<file path="config.mk">
export PLATFORM = sky130hd
export DESIGN_NAME = icache_refill_ctrl_flat
export DESIGN_NICKNAME = d
export VERILOG_FILES = /design/src/rtl/icache_refill_ctrl_if.sv /design/src/rtl/icache_refill_ctrl.sv /design/src/flat_wrapper.sv
export SDC_FILE = /design/constraint.sdc
export NUM_CORES = 1
export LEC_CHECK = 0
export ABC_AREA = 1
export CORE_MARGIN = 2
export CORE_UTILIZATION = 40
export CTS_CLUSTER_SIZE = 8
export DETAILED_ROUTE_END_ITERATION = 16
export DONT_BUFFER_PORTS = 1
export PLACE_DENSITY = 0.61
export SKIP_LAST_GASP = 1
export SLEW_MARGIN = 20
export SYNTH_ARGS = -nofsm -noshare
export SYNTH_HDL_FRONTEND = slang
export SYNTH_SLANG_ARGS = --single-unit
</file>
<file path="constraint.sdc">
create_clock -name clk -period 2.3 [get_ports clk]
set_input_delay 0.345 -clock clk [delete_from_list [all_inputs] [get_ports clk]]
set_output_delay 0.345 -clock clk [all_outputs]
set_load 0.1 [all_outputs]
</file>
<file path="src/rtl/icache_refill_ctrl_if.sv">
// Refill-controller bus: cache miss input, lower-memory request/return channel,
// and the cache write port. The master side is the refill controller.
interface icache_refill_ctrl_if #(
    parameter int SIZE_PC     = 32,
    parameter int CACHE_WIDTH = 256,
    parameter int BEAT_WIDTH  = 64
);
    logic                   miss_i;
    logic [SIZE_PC-1:0]     missAddr_i;
    logic                   memReq_o;
    logic [SIZE_PC-1:0]     memAddr_o;
    logic                   memGnt_i;
    logic                   memDataValid_i;
    logic [BEAT_WIDTH-1:0]  memData_i;
    logic                   wrEnable_o;
    logic [SIZE_PC-1:0]     wrAddr_o;
    logic [CACHE_WIDTH-1:0] instBlock_o;
    logic                   busy_o;
    logic [15:0]            refillCount_o;

    modport master (
        input  miss_i, missAddr_i, memGnt_i, memDataValid_i, memData_i,
        output memReq_o, memAddr_o, wrEnable_o, wrAddr_o, instBlock_o,
               busy_o, refillCount_o
    );

    modport slave (
        output miss_i, missAddr_i, memGnt_i, memDataValid_i, memData_i,
        input  memReq_o, memAddr_o, wrEnable_o, wrAddr_o, instBlock_o,
               busy_o, refillCount_o
    );
endinterface

</file>
<file path="src/rtl/icache_refill_ctrl.sv">
// L1 I-cache miss sequencer: one block-aligned refill request, beat assembly,
// and a single-cycle cache write of the completed block.
module icache_refill_ctrl #(
    parameter int SIZE_PC     = 32,
    parameter int CACHE_WIDTH = 256,
    parameter int BEAT_WIDTH  = 64,
    parameter int OFFSET_BITS = 5
) (
    input  logic                clk,
    input  logic                reset,
    icache_refill_ctrl_if.master bus
);
    localparam int BEATS = CACHE_WIDTH / BEAT_WIDTH;
    localparam int CNT_W = $clog2(BEATS);

    typedef enum logic [2:0] {
        S_IDLE,
        S_REQ,
        S_FILL,
        S_WRITE,
        S_DONE
    } state_t;

    state_t                 r_state;
    state_t                 w_state_next;
    logic [CNT_W-1:0]       r_beat;
    logic [SIZE_PC-1:0]     r_blk_addr;
    logic [SIZE_PC-1:0]     r_wr_addr;
    logic [CACHE_WIDTH-1:0] r_fill;
    logic [CACHE_WIDTH-1:0] r_inst_block;
    logic [15:0]            r_refill_cnt;

    logic                   w_beat_fire;
    logic                   w_last_beat;
    logic [SIZE_PC-1:0]     w_blk_addr;
    logic [CACHE_WIDTH-1:0] w_fill_next;

    // Mask rather than slice so the discarded offset bits are still consumed.
    assign w_blk_addr  = bus.missAddr_i & ~((SIZE_PC'(1) << OFFSET_BITS) - SIZE_PC'(1));
    assign w_beat_fire = (r_state == S_FILL) && bus.memDataValid_i;
    assign w_last_beat = (r_beat == CNT_W'(BEATS - 1));

    always_comb begin
        // NOTE: every combinational output gets a default first, so no path leaves it unassigned and no latch is inferred.
        w_fill_next = r_fill;
        w_fill_next[r_beat*BEAT_WIDTH +: BEAT_WIDTH] = bus.memData_i;
    end

    always_comb begin
        w_state_next = r_state;
        unique case (r_state)
            S_IDLE:  if (bus.miss_i) w_state_next = S_REQ;
            S_REQ:   if (bus.memGnt_i) w_state_next = S_FILL;
            S_FILL:  if (w_beat_fire && w_last_beat) w_state_next = S_WRITE;
            S_WRITE: w_state_next = S_DONE;
            S_DONE:  w_state_next = S_IDLE;
            default: w_state_next = S_IDLE;
        endcase
    end

    always_ff @(posedge clk or negedge reset) begin
        // NOTE: the block buffers are plain flops, not a RAM, so resetting them is cheap and lets an abandoned refill leave no stale data.
        if (!reset) begin
            r_state      <= S_IDLE;
            r_beat       <= '0;
            r_blk_addr   <= '0;
            r_wr_addr    <= '0;
            r_fill       <= '0;
            r_inst_block <= '0;
            r_refill_cnt <= '0;
        end else begin
            // NOTE: non-blocking assignments so every flop samples pre-edge values regardless of statement order.
            r_state <= w_state_next;
            if (r_state == S_IDLE && bus.miss_i) begin
                r_blk_addr <= w_blk_addr;
                r_beat     <= '0;
            end
            if (w_beat_fire) begin
                r_fill <= w_fill_next;
                r_beat <= r_beat + 1'b1;
            end
            // The final beat goes straight into the output block, ready for WRITE.
            if (w_beat_fire && w_last_beat) begin
                r_inst_block <= w_fill_next;
                r_wr_addr    <= r_blk_addr;
            end
            if (r_state == S_WRITE && r_refill_cnt != 16'hFFFF) begin
                r_refill_cnt <= r_refill_cnt + 1'b1;
            end
        end
    end

    assign bus.memReq_o      = (r_state == S_REQ);
    assign bus.memAddr_o     = r_blk_addr;
    assign bus.wrEnable_o    = (r_state == S_WRITE);
    assign bus.wrAddr_o      = r_wr_addr;
    assign bus.instBlock_o   = r_inst_block;
    assign bus.busy_o        = (r_state != S_IDLE);
    assign bus.refillCount_o = r_refill_cnt;
endmodule
</file>
<file path="src/flat_wrapper.sv">
// flat-port wrapper written by rule: the top's interface ports become plain ports
module icache_refill_ctrl_flat 
#(
    parameter int SIZE_PC     = 32,
    parameter int CACHE_WIDTH = 256,
    parameter int BEAT_WIDTH  = 64,
    parameter int OFFSET_BITS = 5
)
  (clk, reset, bus_miss_i, bus_missAddr_i, bus_memGnt_i, bus_memDataValid_i, bus_memData_i, bus_memReq_o, bus_memAddr_o, bus_wrEnable_o, bus_wrAddr_o, bus_instBlock_o, bus_busy_o, bus_refillCount_o);
  icache_refill_ctrl_if #(.SIZE_PC(SIZE_PC), .CACHE_WIDTH(CACHE_WIDTH), .BEAT_WIDTH(BEAT_WIDTH)) bus_i ();
  input  logic clk;
  input  logic reset;
  input wire logic [$bits(bus_i.miss_i)-1:0] bus_miss_i;
  input wire logic [$bits(bus_i.missAddr_i)-1:0] bus_missAddr_i;
  input wire logic [$bits(bus_i.memGnt_i)-1:0] bus_memGnt_i;
  input wire logic [$bits(bus_i.memDataValid_i)-1:0] bus_memDataValid_i;
  input wire logic [$bits(bus_i.memData_i)-1:0] bus_memData_i;
  output wire logic [$bits(bus_i.memReq_o)-1:0] bus_memReq_o;
  output wire logic [$bits(bus_i.memAddr_o)-1:0] bus_memAddr_o;
  output wire logic [$bits(bus_i.wrEnable_o)-1:0] bus_wrEnable_o;
  output wire logic [$bits(bus_i.wrAddr_o)-1:0] bus_wrAddr_o;
  output wire logic [$bits(bus_i.instBlock_o)-1:0] bus_instBlock_o;
  output wire logic [$bits(bus_i.busy_o)-1:0] bus_busy_o;
  output wire logic [$bits(bus_i.refillCount_o)-1:0] bus_refillCount_o;
  assign bus_i.miss_i = bus_miss_i;
  assign bus_i.missAddr_i = bus_missAddr_i;
  assign bus_i.memGnt_i = bus_memGnt_i;
  assign bus_i.memDataValid_i = bus_memDataValid_i;
  assign bus_i.memData_i = bus_memData_i;
  assign bus_memReq_o = bus_i.memReq_o;
  assign bus_memAddr_o = bus_i.memAddr_o;
  assign bus_wrEnable_o = bus_i.wrEnable_o;
  assign bus_wrAddr_o = bus_i.wrAddr_o;
  assign bus_instBlock_o = bus_i.instBlock_o;
  assign bus_busy_o = bus_i.busy_o;
  assign bus_refillCount_o = bus_i.refillCount_o;
  icache_refill_ctrl #(.SIZE_PC(SIZE_PC), .CACHE_WIDTH(CACHE_WIDTH), .BEAT_WIDTH(BEAT_WIDTH), .OFFSET_BITS(OFFSET_BITS)) u_core (.clk(clk), .reset(reset), .bus(bus_i));
endmodule
</file>
==> impl_metrics.ini <==
[synthesis]
muxShareOfSynthArea = 0
post_synth_instance_area_um2 = 22600
synthesized_area_fraction_occupied_by_xor_and_xnor_cells = 0.00271
dominant_combinational_cell_family_by_area_after_synthesis = simple AND/OR/NAND/NOR gates
fraction_of_the_mapped_netlist_area_in_compound_gates = 0.0943
syn-mean-instance-area_um2 = 8.22
synth_area_leaders = sky130_fd_sc_hd__dfrtp_1, sky130_fd_sc_hd__nand2_1, sky130_fd_sc_hd__o21ai_0
synthSimpleGateAreaFrac = 0.241
number_of_distinct_library_cells_after_synthesis = 28
ys_seq_area_frac = 0.578
synth.largest_area_cell = sky130_fd_sc_hd__dfrtp_1
ys_ff_latch = 523
share_of_the_synthesized_area_in_the_top_cell_type = 0.578
netlist_instances = 2756
yosys_warnings = 0
synth_fa_ha_area_frac = 0.00332

[critical_path]
cp_max_fo = 61
worst_path_dominant_cell_family = buffers and inverters
worst_setup_path_end_kind = flip-flop
worstRegToRegCells = 8
critPathBufInv = 3
rr_endpoint = u_core.bus.instBlock_o[207]$_DFFE_PN0P_
critical_path_arrival_ns = 2.76
critical_path.reg2reg.startpoint = u_core.r_beat[0]$_DFFE_PN0P_
crit_slowest_cell = sky130_fd_sc_hd__dfrtp_4
timing.critical_path.required_ns = 2.82
timing.reg2reg.setup_slack_ns = 0.06
criticalPathCategory = reg2reg
slowest_delay_ns = 0.53
start_kind = flip-flop
cells_traversed_along_the_worst_timing_path = inv_1, ha_4, nor2_1, nand2_1, inv_2, buf_16, nand3_1, o21ai_0

[floorplanning]
floorplan.initialDensity = 0.403
number_of_standard_cell_rows_in_the_floorplan = 87
top_level_ports = 440
fp.dieH_um = 242
placeableCoreArea_um2 = 56200
die-area_um2 = 58500
floorplan.die.width_um = 242

[clocking]
ctsRootBufferMaster = sky130_fd_sc_hd__clkbuf_16
clk_path_buf_depth = 3
tritoncts = yes
path_clk_slew_ns = 0.05
tritoncts.num_buffers = 75
clkLatencyLatePin_ns = 0.60
cts-hold-fix-buffers = 94
htree_levels = 3
clock-sinks = 523

[sta]
fin_worst_hold_slack_ns = -0.504
tightestPinTransition_ns = 1.55
min_period_ns = 2.24
max_freq_ghz = 0.447
timing_max_transition_violations_final = 65
timing.final.hold_violations = 523
post-route-period-util = 0.972
max-slew-margin-rel = -0.0312
timing.clock.skew_ns = 0.0202
rsz0062_at_grt = yes
setup_viol_count_final = 0

[cells_and_area]
finalInstanceArea_um2 = 28900
area.growth.synth_to_final_pct = 27.4
layout-drive-gt1-share = 0.152
most_common_cell_after_layout_fill_and_taps_aside = sky130_fd_sc_hd__nand2_1
nets = 3227
layout.cells.most_common_list = sky130_fd_sc_hd__nand2_1, sky130_fd_sc_hd__dfrtp_1, sky130_fd_sc_hd__buf_4
fin_util = 0.514

[global_routing]
gr-total-overflow = 0
grt_util_all_layers = 0.242
number_of_global_route_vias_before_repair = 19700
first_pass_grt_wire_length_mm = 112
antenna_found_initial = 2
grt_start_max_net_pins = 524

[drt]
via_per_inst = 5.09
num_vias = 19800
drtAntennaViolNets = 0
drc_violations_left = 0
number_of_detailed_routing_iterations_run_before_antenna_repair = 6
routed_wire_length_per_instance_um = 18.3
route.final.wire_length_mm = 71.3
dr.first_iter.drc_count = 1777

[place]
placement.io_buffers = 0
post-dp-hpwl_mm = 43.0
place_congestion = 0.866
placed_area_um2 = 25800

[pwr]
clkPwrFrac = 0.214
p_sw_mw = 23.4
cell_internal_pwr_mw = 22.6
power_frac_seq = 0.282
total_power_mw = 46.0
power.share.switching = 0.509
total_leakage_power_nw = 15.1
power-per-cell-area_nw_per_um2 = 1590
pwr-share-comb = 0.504
peakVddDrop_mv = 0.862

[outcome]
failing_checks = hold timing, slew limit
run_status = finished, violations left

[job]
timing.max_cap.violations = 0

[worst_hold_path]
class_of_the_worst_hold_path = in2async
[per-stage QoR]
| stage | cells | TNS [ns] | hold WS [ns] | setup slack (ns) |
|---|---|---|---|---|
| 6_report | 3892 | 0 | -0.504 | 0.0641 |
| 5_1_grt | 3890 | -0.235 | -0.561 | -0.0621 |
| 4_1_cts | 3886 | 0 | -0.566 | 0.0162 |
| 3_3_place_gp | 3703 | -0.00695 | 0.0728 | -0.00483 |
| 2_1_floorplan | 2765 | 0 | 0.0494 | 0.00769 |
| 3_5_place_dp | 3703 | -0.970 | 0.0839 | -0.0736 |
[state kept, by name, indices dropped and copies added, names as in the netlist]
signal,flops
u_core.bus.instBlock_o,256
u_core.bus.memAddr_o,27
u_core.bus.refillCount_o,16
u_core.bus.wrAddr_o,27
u_core.r_beat,2
u_core.r_fill,192
u_core.r_state,3
[worst register-to-register path: cells and delay by family, from the launching register on]
family          cells  cell delay [ns]
fa+ha+maj           1             0.26
buf+inv             3             0.70
compound gates      1             0.17
flops               1             0.53
simple gates        3             0.50
[area by class of cell]
class / instances / area [µm²]
timing repair buffer: 463 / 3980
tap: 756 / 946
multi-input combinational: 1805 / 7860
clock buffer: 84 / 1950
fill: 5239 / 27300
clock inverter: 5 / 58.8
antenna: 4 / 10.0
inverter: 252 / 957
sequential: 523 / 13100
[layer usage]
metal / up-vias / share of wire / track usage
li1: 9338 / - / -
met1: 9653 / 0.41 / 0.309
met2: 663 / 0.47 / 0.392
met3: 153 / 0.075 / 0.0640
met4: 0 / 0.038 / 0.101
met5: - / 0 / 0
[worst max-delay path by stage]
stage                                                        from                                      end  depth (start not counted)
after CTS                            u_core.r_beat[0]$_DFFE_PN0P_  u_core.bus.instBlock_o[207]$_DFFE_PN0P_                          7
final                                u_core.r_beat[0]$_DFFE_PN0P_  u_core.bus.instBlock_o[207]$_DFFE_PN0P_                          8
after global placement               u_core.r_beat[0]$_DFFE_PN0P_           u_core.r_fill[160]$_DFFE_PN0P_                          8
after detailed placement             u_core.r_beat[0]$_DFFE_PN0P_           u_core.r_fill[174]$_DFFE_PN0P_                          8
after global routing                 u_core.r_beat[0]$_DFFE_PN0P_  u_core.bus.instBlock_o[216]$_DFFE_PN0P_                          8
after floorplan           u_core.bus.refillCount_o[1]$_DFFE_PN0P_  u_core.bus.refillCount_o[6]$_DFFE_PN0P_                          9
[power by group through the flow]
| stage | registers, mW | logic (mW) | clock network, mW |
|---|---|---|---|
| floorplan | 24.1 | 6.19 | 0 |
| global placement | 12.9 | 22.5 | 0 |
| detailed placement | 13.0 | 22.8 | 0 |
| CTS | 12.9 | 23.1 | 10.1 |
| global route | 13.2 | 24.4 | 10.5 |
| finish | 12.9 | 23.2 | 9.86 |
[synthesized netlist by cell type]
library cell / n
sky130_fd_sc_hd__nand2_1: 1229
sky130_fd_sc_hd__dfrtp_1: 523
sky130_fd_sc_hd__inv_1: 249
sky130_fd_sc_hd__o21ai_0: 215
sky130_fd_sc_hd__o22ai_1: 136
sky130_fd_sc_hd__buf_2: 85
sky130_fd_sc_hd__clkbuf_1: 80
sky130_fd_sc_hd__nand4_1: 62
sky130_fd_sc_hd__nor2_1: 54
sky130_fd_sc_hd__nand3_1: 36
sky130_fd_sc_hd__a21oi_1: 27
sky130_fd_sc_hd__buf_4: 15
sky130_fd_sc_hd__o21ai_1: 13
sky130_fd_sc_hd__ha_1: 6
sky130_fd_sc_hd__nand2_2: 4
sky130_fd_sc_hd__xnor2_1: 4
sky130_fd_sc_hd__buf_1: 3
sky130_fd_sc_hd__xor2_1: 3
sky130_fd_sc_hd__buf_6: 2
sky130_fd_sc_hd__inv_2: 2
sky130_fd_sc_hd__clkinv_1: 1
sky130_fd_sc_hd__conb_1: 1
sky130_fd_sc_hd__nor2_4: 1
sky130_fd_sc_hd__nor2_8: 1
sky130_fd_sc_hd__nor3_1: 1
sky130_fd_sc_hd__nor3_2: 1
sky130_fd_sc_hd__o21ai_2: 1
sky130_fd_sc_hd__or2_2: 1
[cells by family (layout without fill, tap and decap cells)]
family                   count (synthesis)  in the layout
AND/OR/NAND/NOR                       1390           1390
flip-flops                             523            523
buffers and inverters                  437            804
AO/OA/AOI/OAI                          392            392
XOR/XNOR                                 7              7
adder cells (fa/ha/maj)                  6              6
other                                    1             14
[what timing repair did]
action / CTS / global route
buffers inserted: 0 / 1
hold endpoints to repair: 715 / 523
resized for setup: 2 / 6
gates cloned: 0 / 1
endpoints found under the setup margin: 36 / 151
No activity file was read; power rests on OpenSTA's default activity.
